[src/rtl/sisc_pkg.sv]
// Shared SISC definitions: arbiter state/owner encodings and default bus widths.
package sisc_pkg;

   localparam int unsigned SISC_ADDR_W = 16;
   localparam int unsigned SISC_DATA_W = 32;
   localparam int unsigned LAT_W       = 4;
   localparam int unsigned STARVE_W    = 4;

   typedef enum logic [1:0] {
      ARB_IDLE   = 2'd0,
      ARB_ACCESS = 2'd1,
      ARB_RESP   = 2'd2
   } arb_state_e;

   typedef enum logic {
      OWN_IF = 1'b0,
      OWN_DM = 1'b1
   } arb_owner_e;

endpackage

[src/rtl/mem_arb_if.sv]
// Request/grant/valid bundle between fetch, data path, arbiter and memory array.
interface mem_arb_if #(
   parameter int unsigned ADDR_W = sisc_pkg::SISC_ADDR_W,
   parameter int unsigned DATA_W = sisc_pkg::SISC_DATA_W
);
   logic              if_req;
   logic [ADDR_W-1:0] if_addr;
   logic              if_gnt;
   logic              if_valid;
   logic [DATA_W-1:0] if_rdata;

   logic              dm_req;
   logic              dm_we;
   logic [ADDR_W-1:0] dm_addr;
   logic [DATA_W-1:0] dm_wdata;
   logic              dm_gnt;
   logic              dm_valid;
   logic [DATA_W-1:0] dm_rdata;

   logic              mem_en;
   logic              mem_we;
   logic [ADDR_W-1:0] mem_addr;
   logic [DATA_W-1:0] mem_wdata;
   logic [DATA_W-1:0] mem_rdata;

   logic              busy;

   // Arbiter view
   modport slave (
      input  if_req, if_addr, dm_req, dm_we, dm_addr, dm_wdata, mem_rdata,
      output if_gnt, if_valid, if_rdata, dm_gnt, dm_valid, dm_rdata,
             mem_en, mem_we, mem_addr, mem_wdata, busy
   );

   // Environment view: requesters plus memory array
   modport master (
      output if_req, if_addr, dm_req, dm_we, dm_addr, dm_wdata, mem_rdata,
      input  if_gnt, if_valid, if_rdata, dm_gnt, dm_valid, dm_rdata,
             mem_en, mem_we, mem_addr, mem_wdata, busy
   );
endinterface

[src/rtl/mem_arb.sv]
// Single-port memory arbiter: shares one synchronous memory between instruction
// fetch (read-only) and the data path, with one access in flight at a time.
module mem_arb
   import sisc_pkg::*;
#(
   parameter int unsigned ADDR_W     = SISC_ADDR_W,
   parameter int unsigned DATA_W     = SISC_DATA_W,
   parameter int unsigned MEM_LAT    = 2,
   parameter int unsigned STARVE_MAX = 4
) (
   input logic      clk,
   input logic      rst_f,
   mem_arb_if.slave bus
);

   localparam logic [LAT_W-1:0]    LAT_LAST   = LAT_W'(MEM_LAT - 1);
   localparam logic [STARVE_W-1:0] STARVE_LIM = STARVE_W'(STARVE_MAX);

   arb_state_e          state;
   arb_owner_e          owner;
   logic [LAT_W-1:0]    lat_cnt;
   logic [STARVE_W-1:0] starve_cnt;
   logic                lat_we;
   logic                req_any_c;
   logic                pick_dm_c;

   // Data wins a tie unless fetch has already been passed over STARVE_MAX times.
   always_comb begin
      req_any_c = bus.if_req | bus.dm_req;
      pick_dm_c = bus.dm_req & (~bus.if_req | (starve_cnt != STARVE_LIM));
   end

   always_ff @(posedge clk or negedge rst_f) begin
      if (!rst_f) begin
         state         <= ARB_IDLE;
         owner         <= OWN_IF;
         lat_cnt       <= '0;
         starve_cnt    <= '0;
         lat_we        <= 1'b0;
         bus.if_gnt    <= 1'b0;
         bus.if_valid  <= 1'b0;
         bus.if_rdata  <= {DATA_W{1'b0}};
         bus.dm_gnt    <= 1'b0;
         bus.dm_valid  <= 1'b0;
         bus.dm_rdata  <= {DATA_W{1'b0}};
         bus.mem_en    <= 1'b0;
         bus.mem_we    <= 1'b0;
         bus.mem_addr  <= {ADDR_W{1'b0}};
         bus.mem_wdata <= {DATA_W{1'b0}};
         bus.busy      <= 1'b0;
      end else begin
         bus.if_gnt <= 1'b0;
         bus.dm_gnt <= 1'b0;
         bus.mem_en <= 1'b0;
         bus.mem_we <= 1'b0;
         case (state)
            ARB_IDLE: begin
               if (req_any_c) begin
                  state      <= ARB_ACCESS;
                  lat_cnt    <= LAT_LAST;
                  bus.busy   <= 1'b1;
                  bus.mem_en <= 1'b1;
                  if (pick_dm_c) begin
                     owner         <= OWN_DM;
                     lat_we        <= bus.dm_we;
                     bus.dm_gnt    <= 1'b1;
                     bus.mem_we    <= bus.dm_we;
                     bus.mem_addr  <= bus.dm_addr;
                     bus.mem_wdata <= bus.dm_wdata;
                     if (bus.if_req && (starve_cnt < STARVE_LIM))
                        starve_cnt <= starve_cnt + STARVE_W'(1);
                  end else begin
                     owner         <= OWN_IF;
                     lat_we        <= 1'b0;
                     bus.if_gnt    <= 1'b1;
                     bus.mem_addr  <= bus.if_addr;
                     bus.mem_wdata <= {DATA_W{1'b0}};
                     starve_cnt    <= '0;
                  end
               end
            end
            ARB_ACCESS: begin
               // Memory data is captured at the edge closing the last access cycle.
               if (lat_cnt == '0) begin
                  state         <= ARB_RESP;
                  bus.mem_addr  <= {ADDR_W{1'b0}};
                  bus.mem_wdata <= {DATA_W{1'b0}};
                  if (owner == OWN_DM) begin
                     bus.dm_valid <= 1'b1;
                     bus.dm_rdata <= lat_we ? {DATA_W{1'b0}} : bus.mem_rdata;
                  end else begin
                     bus.if_valid <= 1'b1;
                     bus.if_rdata <= bus.mem_rdata;
                  end
               end else begin
                  lat_cnt <= lat_cnt - LAT_W'(1);
               end
            end
            ARB_RESP: begin
               state        <= ARB_IDLE;
               bus.busy     <= 1'b0;
               bus.if_valid <= 1'b0;
               bus.if_rdata <= {DATA_W{1'b0}};
               bus.dm_valid <= 1'b0;
               bus.dm_rdata <= {DATA_W{1'b0}};
            end
            default: state <= ARB_IDLE;
         endcase
      end
   end

endmodule

[src/flat_wrapper.sv]
// flat-port wrapper written by rule: the top's interface ports become plain ports
module mem_arb_flat import sisc_pkg::*;
#(
   parameter int unsigned ADDR_W     = SISC_ADDR_W,
   parameter int unsigned DATA_W     = SISC_DATA_W,
   parameter int unsigned MEM_LAT    = 2,
   parameter int unsigned STARVE_MAX = 4
)
  (clk, rst_f, bus_if_req, bus_if_addr, bus_dm_req, bus_dm_we, bus_dm_addr, bus_dm_wdata, bus_mem_rdata, bus_if_gnt, bus_if_valid, bus_if_rdata, bus_dm_gnt, bus_dm_valid, bus_dm_rdata, bus_mem_en, bus_mem_we, bus_mem_addr, bus_mem_wdata, bus_busy);
  mem_arb_if #(.ADDR_W(ADDR_W), .DATA_W(DATA_W)) bus_i ();
  input logic clk;
  input logic rst_f;
  input wire logic [$bits(bus_i.if_req)-1:0] bus_if_req;
  input wire logic [$bits(bus_i.if_addr)-1:0] bus_if_addr;
  input wire logic [$bits(bus_i.dm_req)-1:0] bus_dm_req;
  input wire logic [$bits(bus_i.dm_we)-1:0] bus_dm_we;
  input wire logic [$bits(bus_i.dm_addr)-1:0] bus_dm_addr;
  input wire logic [$bits(bus_i.dm_wdata)-1:0] bus_dm_wdata;
  input wire logic [$bits(bus_i.mem_rdata)-1:0] bus_mem_rdata;
  output wire logic [$bits(bus_i.if_gnt)-1:0] bus_if_gnt;
  output wire logic [$bits(bus_i.if_valid)-1:0] bus_if_valid;
  output wire logic [$bits(bus_i.if_rdata)-1:0] bus_if_rdata;
  output wire logic [$bits(bus_i.dm_gnt)-1:0] bus_dm_gnt;
  output wire logic [$bits(bus_i.dm_valid)-1:0] bus_dm_valid;
  output wire logic [$bits(bus_i.dm_rdata)-1:0] bus_dm_rdata;
  output wire logic [$bits(bus_i.mem_en)-1:0] bus_mem_en;
  output wire logic [$bits(bus_i.mem_we)-1:0] bus_mem_we;
  output wire logic [$bits(bus_i.mem_addr)-1:0] bus_mem_addr;
  output wire logic [$bits(bus_i.mem_wdata)-1:0] bus_mem_wdata;
  output wire logic [$bits(bus_i.busy)-1:0] bus_busy;
  assign bus_i.if_req = bus_if_req;
  assign bus_i.if_addr = bus_if_addr;
  assign bus_i.dm_req = bus_dm_req;
  assign bus_i.dm_we = bus_dm_we;
  assign bus_i.dm_addr = bus_dm_addr;
  assign bus_i.dm_wdata = bus_dm_wdata;
  assign bus_i.mem_rdata = bus_mem_rdata;
  assign bus_if_gnt = bus_i.if_gnt;
  assign bus_if_valid = bus_i.if_valid;
  assign bus_if_rdata = bus_i.if_rdata;
  assign bus_dm_gnt = bus_i.dm_gnt;
  assign bus_dm_valid = bus_i.dm_valid;
  assign bus_dm_rdata = bus_i.dm_rdata;
  assign bus_mem_en = bus_i.mem_en;
  assign bus_mem_we = bus_i.mem_we;
  assign bus_mem_addr = bus_i.mem_addr;
  assign bus_mem_wdata = bus_i.mem_wdata;
  assign bus_busy = bus_i.busy;
  mem_arb #(.ADDR_W(ADDR_W), .DATA_W(DATA_W), .MEM_LAT(MEM_LAT), .STARVE_MAX(STARVE_MAX)) u_core (.clk(clk), .rst_f(rst_f), .bus(bus_i));
endmodule
[config.mk]
export PLATFORM = sky130hd
export DESIGN_NAME = mem_arb_flat
export DESIGN_NICKNAME = d
export VERILOG_FILES = /design/src/rtl/sisc_pkg.sv /design/src/rtl/mem_arb_if.sv /design/src/rtl/mem_arb.sv /design/src/flat_wrapper.sv
export SDC_FILE = /design/constraint.sdc
export NUM_CORES = 1
export LEC_CHECK = 0
export ABC_AREA = 1
export CORE_ASPECT_RATIO = 0.8
export CORE_UTILIZATION = 47
export CTS_BUF_LIST = sky130_fd_sc_hd__clkbuf_16
export DETAILED_ROUTE_END_ITERATION = 6
export PLACE_DENSITY = 0.83
export RECOVER_POWER = 25
export SLEW_MARGIN = 20
export SYNTH_ARGS = -nofsm -noshare
export SYNTH_HDL_FRONTEND = slang
export SYNTH_SLANG_ARGS = --single-unit
[constraint.sdc]
create_clock -name clk -period 2.63 [get_ports clk]
set_input_delay 0.789 -clock clk [delete_from_list [all_inputs] [get_ports clk]]
set_output_delay 0.789 -clock clk [all_outputs]
set_load 0.005 [all_outputs]
Word-level counts from Yosys, hierarchy flattened
Cells that the tools add are included.
- logic and storage cells: 88
- bits in writable memories: 0
- register bits after elaboration: 131
- latch bits: 0
- ROM bits: 0
- memories: 0
- $lt $le $gt $ge: 1
- shifts and indexed selects: 0
- multipliers: 0
- add/subtract/negate cells: 2
- reduce and logical (&&, ||, !) cells: 14
- multiplexer cells: 42
- equality and inequality tests: 9
- div/mod/pow operators: 0
- bitwise operators: 4
- operator list (cell ; count):
    two-way mux 32 bit ; 8
    one-hot mux 32 bit (2 select lines) ; 3
    two-way mux 16 bit ; 3
    one-hot mux 16 bit (2 select lines) ; 1
    two-way mux 1 bit ; 16
    two-way mux 4 bit ; 4
    AND reduction 3 bit ; 5
    one-hot mux 4 bit (2 select lines) ; 1
    inequality test 2 x 1 -> 1 bit, second input constant ; 3
    inequality test 2 bit, second input constant ; 3
    one-hot mux 1 bit (2 select lines) ; 3
    AND reduction 2 bit ; 3
    nonzero test 2 bit ; 3
    adder 4 x 1 -> 4 bit, second input constant ; 1
    zero test 4 bit ; 1
    < comparator 4 x 3 -> 1 bit, second input constant ; 1
    two-way mux 2 bit ; 2
    inequality test 4 x 3 -> 1 bit, second input constant ; 1
    one-hot mux 2 bit (2 select lines) ; 1
    subtractor 4 x 1 -> 4 bit, second input constant ; 1
    equality test 2 x 1 -> 1 bit, second input constant ; 1
    equality test 2 bit, second input constant ; 1
    zero test 2 bit ; 1
    bitwise OR 1 bit ; 2
    other kinds (3) ; 3

Depth between registers and ports, before layout
Gate-level depths: netlist (run 1).
- depth in word-level cells: 6
- depth in mapped cells: 10
- gate-level depth less buffers: 9

Worst setup path before layout (run 1)
No wires, ideal clock.
- kind: input -> register
- from: input bus_dm_req
- to: register u_core.lat_cnt[0]
- arrival: 1.546 ns
- setup slack: 0.957 ns
- cell stages on the path: 5
- data required time: 2.502 ns
- cell sequence: buf_2 -> o21ai_2 -> nand2_1 -> o21ai_1 -> o21ai_0
- longest elaborated chain between the ends: 3
- RTL lines (element ; line ; RTL):
    start: declaration ; flat_wrapper.sv:15 ; input wire logic [$bits(bus_i.dm_req)-1:0] bus_dm_req;
    bitwise OR 1 bit ; mem_arb.sv:29 ; req_any_c = bus.if_req | bus.dm_req;
    inequality test 2 x 1 -> 1 bit (no line) ; - ;
    AND reduction 3 bit (no line) ; - ;
    end signal: assignment ; mem_arb.sv:96 ; lat_cnt <= lat_cnt - LAT_W'(1);
    end: declaration ; mem_arb.sv:21 ; logic [LAT_W-1:0] lat_cnt;
Every way passes these cells.
A chain may end at the register's enable or synchronous reset.

Worst setup path after layout (run 1)
- from: register u_core.bus.mem_wdata[14] (netlist name)
- to: output bus_mem_wdata[14]
- RTL lines (element ; line ; RTL):
    start: declaration ; mem_arb_if.sv:32 ; mem_en, mem_we, mem_addr, mem_wdata, busy
    start signal: assignment ; mem_arb.sv:49 ; bus.mem_wdata <= {DATA_W{1'b0}};
    start signal: assignment ; mem_arb.sv:69 ; bus.mem_wdata <= bus.dm_wdata;
    start signal: assignment ; mem_arb.sv:77 ; bus.mem_wdata <= {DATA_W{1'b0}};
    end: declaration ; flat_wrapper.sv:29 ; output wire logic [$bits(bus_i.mem_wdata)-1:0] bus_mem_wdata;
No word-level cell between the ends.

==> results list, run 1 <==
- Cells traversed along the worst timing path: clkdlybuf4s50_1
* Mean instance size in the synthesized netlist: 8.949 um2
- Once the clock tree was built, the setup fixing pass inserted 0 buffers.
- The count of final hold-check violations was 0.
- The share of synthesized area in the top cell type comes to 0.6075.
- In this run, synthesis produced a sequential element count of 131.
- Tmin final: 2100 ps
- In this run the tool buffered the top-level ports with 219 buffer cells.
- Final estimated routing congestion in global placement: 0.8152
- Dividing total power by cell area gives a power density of 1160 nW/um2.
* Final setup violation count: 0
- Max-cap violation count: 0
- The worst setup path is launched from a register.
* Share of the clock period used by the worst path after layout: 0.7986
- I/O pin count: 220
* Top area cells in the synthesized netlist: dfrtp_1 61%, nand2_1 15%, nand3_1 11%
- The total overflow left after global routing is 0.
* Cell with the largest stage delay on the worst path: clkdlybuf4s50_1
- H-tree level count: 4
* Floorplan row count: 34
- After clock tree synthesis, the clock-pin slew on the worst setup and hold paths is 60 ps.
- Summing every instance area after synthesis gives between 5000 and 6000 um2.
- The first global-routing pass estimated between 20000 and 25000 um of wire.
- Clock tree from TritonCTS: built
- Summing all placed instances gives a cell area of 7755 um2.
* DRT Pass-1 Iters: 6
- Transition at the pin with the smallest max-transition slack: 993.5 ps
- RSZ-0062 raised after global routing: false
- Die boundary height: 97.84 um
- IR Drop Worst-Case VDD: 0.7047 mV
* Share of layout cells above drive strength 1: 0.07554
* Fin. max-slew vios: 0
- In the synthesized netlist, the number of instances is about 600.
- Setup total negative slack on the finished layout was measured at 0 ps.
* Number of distinct standard cells referenced by the synthesized netlist: 20
* Effective utilization at floorplan: 0.4898
- CP arrival: 1310 ps
* Number of diodes added for antenna fixing: 0
- Summed over all cells, the static leakage comes to 3.971 nW.
* Syn-to-layout area delta: 53.65%
- The routed design has 15510 um of wire.
- NumNets Final: 926
- Post-synthesis net count: 708
* Clock latency at the later pin of the worst-skew pair: 410 ps
- Maximum number of pins on one net before global-route repair: between 60 and 70
- CTS Root Buffer Type: clkbuf_16
- Core region area: 11020 um2
* Worst Path Required: 1840 ps
* Fmax achieved: 476.1 MHz
* Number of antenna violations at the first check in global routing: 0
- Share of synthesized area occupied by flip-flops and latches: 0.6075
- Average via count per standard cell: 5.318
- Via count of the routed design: 5201
* Most used cells in the layout excluding fill and tap cells: 218 x clkdlybuf4s50_1, 213 x nand2_1, 131 x dfrtp_1
- Status: completed
- Post-DRT Antenna Nets: 0
- Worst-path fanout max: 2
* CP peak stage delay: 520 ps
* Full die area: roughly 12000 um2
* Maximum clock skew at final layout: 7.666 ps
* Max transition margin: 0.3376
- The Yosys step of the flow raised 0 warnings.
- In the routed design, unresolved DRC markers number 0.
* Initial DRC Count: 305
- In this run, post-CTS repair resized a total of 0 instances.
- Total global routing track utilization: 0.2680
* Inserted Clock Buffers: 17
- Post-layout instance area: 8292 um2
- Vias in the first global route: about 5200
- HPWL reported at the end of detailed placement: 10610 um
- Number of sinks on the clock net: 131
* Number of buffers and inverters on the critical path: 1
* Most frequent standard cell in the layout excluding fill and tap cells: clkdlybuf4s50_1
- The worst register-to-register path has a setup slack of approximately 760 ps.
- Maximum root-to-sink buffer count: 2
* Leading area contributor after synthesis: dfrtp_1
- Hold repair after CTS inserted 0 buffers.
- Element type at the critical path end: output pin
- The critical path is of the reg2out type.
- The kind of cell with the highest combined delay along the critical path is buffers and inverters.
- Dividing the detail-routed wire length by the instance count gives 15.86 um.
* Die boundary width: 121.8 um
- The path class of the tightest hold or removal check is reg2reg.
==> cells in the mapped netlist <==
master    number
nand3_1      118
xor2_1         1
a21oi_1        1
inv_2          5
o21ai_2        1
nor2_2         2
nand4_1       17
nor3_1         1
buf_4          6
o21ai_0        5
nand2_2        4
nor2_1        13
ha_1           4
dfrtp_1      131
clkbuf_1      15
nand2_1      214
buf_2         16
inv_1         14
o22ai_1        1
o21ai_1       34
==> registers in the layout, indices dropped and copies added, names as in the netlist <==
name and cells:
u_core.bus.if_gnt 1, u_core.bus.mem_we 1, u_core.state 2, u_core.bus.dm_rdata 32, u_core.bus.if_valid 1, u_core.starve_cnt 4
u_core.bus.dm_valid 1, u_core.bus.mem_en 1, u_core.lat_cnt 4, u_core.bus.dm_gnt 1, u_core.bus.busy 1, u_core.owner 1
u_core.lat_we 1, u_core.bus.if_rdata 32, u_core.bus.mem_wdata 32, u_core.bus.mem_addr 16
==> kinds of logic (layout without fill, tap and decap cells) <==
family | count (synthesis) | after routing | share of synthesized area
compound gates | 42 | 42 | 0.03988
xor+xnor | 1 | 1 | 0.001623
fa+ha+maj | 4 | 4 | 0.009275
buf+inv | 56 | 287 | 0.04683
flops | 131 | 131 | 0.6075
simple gates | 369 | 369 | 0.2949
==> power by group <==
part	internal [mW]	total, mW	switching, mW
combinational	2.04	4.10	2.06
sequential	2.82	3.27	0.450
clock	1.38	2.25	0.872
total	6.24	9.62	3.38
==> stage by stage <==
stage / utilization / std cells / setup WS (ps) / total power, mW / hold slack [ps]
final: 0.7526 / 978 / 529.7 / 9.617 / 481.5
after detailed placement: 0.7038 / 946 / 185.2 / 7.383 / 465.6
after floorplan: - / 603 / 956.8 / 5.175 / 472.4
after global routing: 0.7526 / 978 / 339.0 / 10.25 / 503.7
after CTS: 0.7555 / 978 / 511.4 / 9.682 / 364.3
after global placement: 0.7038 / 946 / 289.0 / 7.213 / 466.0
==> path summary, 6_finish.rpt <==
kind | startpoint | end | depth (start not counted)
min reg2reg | u_core.bus.mem_wdata[23] | u_core.bus.mem_wdata[23] | 2
max reg2reg | u_core.lat_cnt[0] | u_core.bus.if_rdata[4] | 8
min in group asynchronous | rst_f | u_core.bus.if_rdata[26] | 1
min | u_core.bus.mem_wdata[23] | u_core.bus.mem_wdata[23] | 2
max in group asynchronous | rst_f | u_core.bus.dm_rdata[20] | 2
max | u_core.bus.mem_wdata[14] | bus_mem_wdata[14] | 1
==> final cells by class <==
cell class | instances | area [um2]
Sequential cell | 131 | 3278
Fill cell | 778 | 2726
Inverter | 19 | 71.32
Clock inverter | 15 | 143.9
Tap cell | 144 | 180.2
Multi-Input combinational cell | 416 | 1871
Clock buffer | 17 | 425.4
Timing Repair Buffer | 236 | 2322
==> per-layer routing <==
layer / routed length (um) / GRT usage
met4: 347 / 0.1121
met3: 1110 / 0.06717
met5: 0 / 0
met1: 6658 / 0.3522
met2: 7397 / 0.4229
Note: power is estimated with default switching activity, not from simulation.
==> inputs of run 2 (changes only) <==
CORE_UTILIZATION = 39   (was 47)
PLACE_DENSITY = 0.74   (was 0.83)
clock period = 1.8 ns   (was 2.63 ns; I/O delays follow)
==> results list, run 2 (synthesized netlist as in run 1, its figures left out) <==
- Status: completed (unchanged).
- The maximum number of pins on one net before global-route repair was 65 (was 68).
- Fin. max-slew vios: 0 (unchanged)
- The number of global-route vias before repair came to 5235 (was 5184).
* CP arrival: 1110 ps (was 1310 ps)
- The worst setup skew after layout was 6.515 ps (was 7.666 ps).
* Residual DRC count: 0 (unchanged)
- NumNets Final: 955 (was 926)
- The die area is 14310 um2 (was 11920 um2).
- Largest registers in the final layout: u_core.bus.dm_rdata: 32 flops, u_core.bus.if_rdata: 32 flops, u_core.bus.mem_wdata: 32 flops (unchanged)
- The total clock buffers created by CTS is 17 (unchanged).
- Multi-input gate area: 1873 um2 (was 1871 um2)
* Type of element launching the critical path: register (unchanged)
* Cell Count, Final, Fillers Out: 1043 (was 978)
- CP peak stage delay: 420 ps (was 520 ps)
* Worst Path Required: 1260 ps (was 1840 ps)
- GRT Residual Overflow: 0 (unchanged)
* Reg-to-reg critical path startpoint: u_core.lat_cnt[0] (unchanged)
* Post-route worst hold slack: 306.9 ps (was 481.5 ps)
- Initial DRC Count: 413 (was 305)
- Die boundary width: 133.5 um (was 121.8 um)
* Share of the clock period used by the worst path after layout: 0.9165
- The clock-pin slew on the worst setup and hold paths came to 60 ps (about the same).
- Tmin final: between 1500 and 2000 ps
- The switching power share of the total is 0.3503 (was 0.3514).
* Max transition margin: 0.2959 (was 0.3376)
* Total of buffers placed on input and output ports: 219 (unchanged)
* Critical path class: reg2out (unchanged)
- The height of the chip was 107.2 um (was 97.84 um).
* Number of diodes added for antenna fixing: 0 (unchanged)
- The number of max-cap violations came to 0 (unchanged).
- Wire length of the first global-routing pass: 26090 um (was 24830 um)
* Element type at the critical path end: output pin (unchanged)
- Cells traversed along the worst timing path: dlygate4sd2_1 (was clkdlybuf4s50_1)
* Clock network power share: 0.272 (was 0.234)
- Fmax achieved: around 600 MHz
- The commonest non-fill, non-tap cell in the layout is nand2_1 (was clkdlybuf4s50_1).
* Average via count per standard cell: 4.971 (was 5.318)
- The startpoint of the most critical setup path was u_core.bus.mem_wdata[0] (was u_core.bus.mem_wdata[14]).
- The deepest level of the CTS H-tree is 4 (unchanged).
- The design internal power is 9.274 mW (was 6.238 mW).
- Net Sw Power: 5.001 mW (was 3.380 mW)
* Via count of the routed design: 5185 (was 5201)
* Maximum root-to-sink buffer count: 2 (unchanged)
- The power share of the sequential group came to 0.332 (was 0.340).
- The overall fraction of global-route tracks in use was 0.2372 (was 0.2680).
* Final setup violation count: 0 (unchanged)
* Capture point of the worst reg-to-reg path: u_core.bus.if_rdata[0] (was u_core.bus.if_rdata[4])
* Hold Buf Count CTS: 0 (unchanged)
* Overall Power: 14.27 mW (was 9.617 mW)
* Min-Delay Path Class: in2async (was reg2reg)
- The synthesis-to-finish area growth came to 57.89% (was 53.65%).
* Most used cells in the layout excluding fill and tap cells: 212 x nand2_1, 131 x dfrtp_1, 119 x dlygate4sd2_1 (was 218 x clkdlybuf4s50_1, 213 x nand2_1, 131 x dfrtp_1)
- Share of layout cells above drive strength 1: 0.1054 (was 0.07554)
- The total leakage power is 4.541 nW (was 3.971 nW).
* Power share of the combinational group: 0.396 (was 0.426)
- Total of fill cells in the finished design: 1148 (was 778)
* IR Drop Worst-Case VDD: 0.8761 mV (was 0.7047 mV)
* HPWL reported at the end of detailed placement: 11230 um (was 10610 um)
* Worst-path fanout max: 2 (unchanged)
- Post-DRT Antenna Nets: 0 (unchanged)
- RSZ-0062 raised after global routing: false (unchanged)
- Floorplan row count: 38 (was 34)
* Core region area: 13550 um2 (was 11020 um2)
- FF-to-FF path depth: 9 (was 8)
- The total power per unit cell area was 1675 nW/um2 (was 1160 nW/um2).
- WL/cell: 15.39 um (was 15.86 um)
- Transition at the pin with the smallest max-transition slack: 1056 ps (was 993.5 ps)
- Clock latency at the later pin of the worst-skew pair: 420 ps (was 410 ps)
- Largest delay share family, worst path: flip-flops (was buffers and inverters)
- The first-pass iteration count of the detailed router was 5 (was 6).
- The routability congestion estimate came to 0.8280 (was 0.8152).
- The count of final hold-check violations was 0 (unchanged).
- The CTS tree is built (unchanged).
* Detailed-route wire length: 16050 um (was 15510 um)
- The cell count after placement came to 998 (was 946).
- Cell with the largest stage delay on the worst path: dfrtp_1 (was clkdlybuf4s50_1)
- Worst reg-to-reg setup slack: 190 ps (was 760 ps)
- Number of sinks on the clock net: 131 (unchanged)
* I/O pin count: 220 (unchanged)
* Register cell area after layout: 3278 um2 (unchanged)
* Number of antenna violations at the first check in global routing: 0 (unchanged)
- The buffering stage count on the worst path with inverters included came to 1 (unchanged).
- CTS Root Buffer Type: clkbuf_16 (unchanged)
- Effective utilization at floorplan: 0.3982 (was 0.4898)
[run 2: cell count changes in the layout (fill, tap and decap cells not counted), moves of 2 or more]
cell / change
clkinv_2: -4
clkbuf_4: +2
clkinv_1: +2
clkinvlp_4: -4
bufinv_16: +4
clkdlybuf4s50_1: -119
dlygate4sd2_1: +119
clkinv_4: +2
buf_4: +27
[run 2: layout make-up]
cell class              instances  area share
flip-flops and latches        131      0.3847
well taps                     180     0.02643
inverters                      19    0.008664
clock inverters                15     0.02805
multi-input cells             416      0.2198
clock buffers                  17     0.04993
repair buffers                265      0.2824
[run 2: power groups by stage]
stage | clock network [mW] | logic (mW) | registers, mW
after floorplan | 0 | 2.76 | 4.80
after global placement | 0 | 6.02 | 4.77
after detailed placement | 0 | 6.23 | 4.82
after CTS | 3.94 | 5.72 | 4.75
after global routing | 4.08 | 6.31 | 4.88
final | 3.88 | 5.66 | 4.74
[run 2: stage by stage]
step	cell area (um2)	worst slack (ps)	utilization	setup TNS [ps]
6_report	8521	150.3	0.6288	0
5_1_grt	8521	36.11	0.6288	0
4_1_cts	8562	95.22	0.6319	0
3_5_place_dp	7949	-250.8	0.5866	-9572
3_3_place_gp	7949	-138.1	0.5866	-6473
2_1_floorplan	5396	375.8	-	0
[run 2: what timing repair did]
action | 4_1_cts | 5_1_grt
gates resized for setup | 119 | 3
buffers inserted | 13 | 0
pin swaps | 0 | 0
endpoints found under the setup margin | 119 | 35
[run 2: how the worst max path moves through the flow]
stage,to,slack [ps],cells after the start
floorplan,u_core.lat_cnt[0],380,5
global placement,u_core.bus.mem_addr[3],-140,6
detailed placement,u_core.bus.mem_wdata[15],-250,8
CTS,u_core.bus.mem_wdata[15],100,9
global route,u_core.bus.if_rdata[0],40,9
finish,bus_mem_wdata[0],150,1
[run 2: layer usage]
| layer | GRT usage | up-vias | wire length, um | part of all wire |
|---|---|---|---|---|
| met5 | 0 | - | 0 | 0 |
| met4 | 0.07792 | 0 | 157 | 0.0098 |
| met2 | 0.3821 | 238 | 7517 | 0.47 |
| met1 | 0.2996 | 2459 | 7028 | 0.44 |
| li1 | - | 2474 | - | - |
| met3 | 0.08038 | 14 | 1344 | 0.084 |
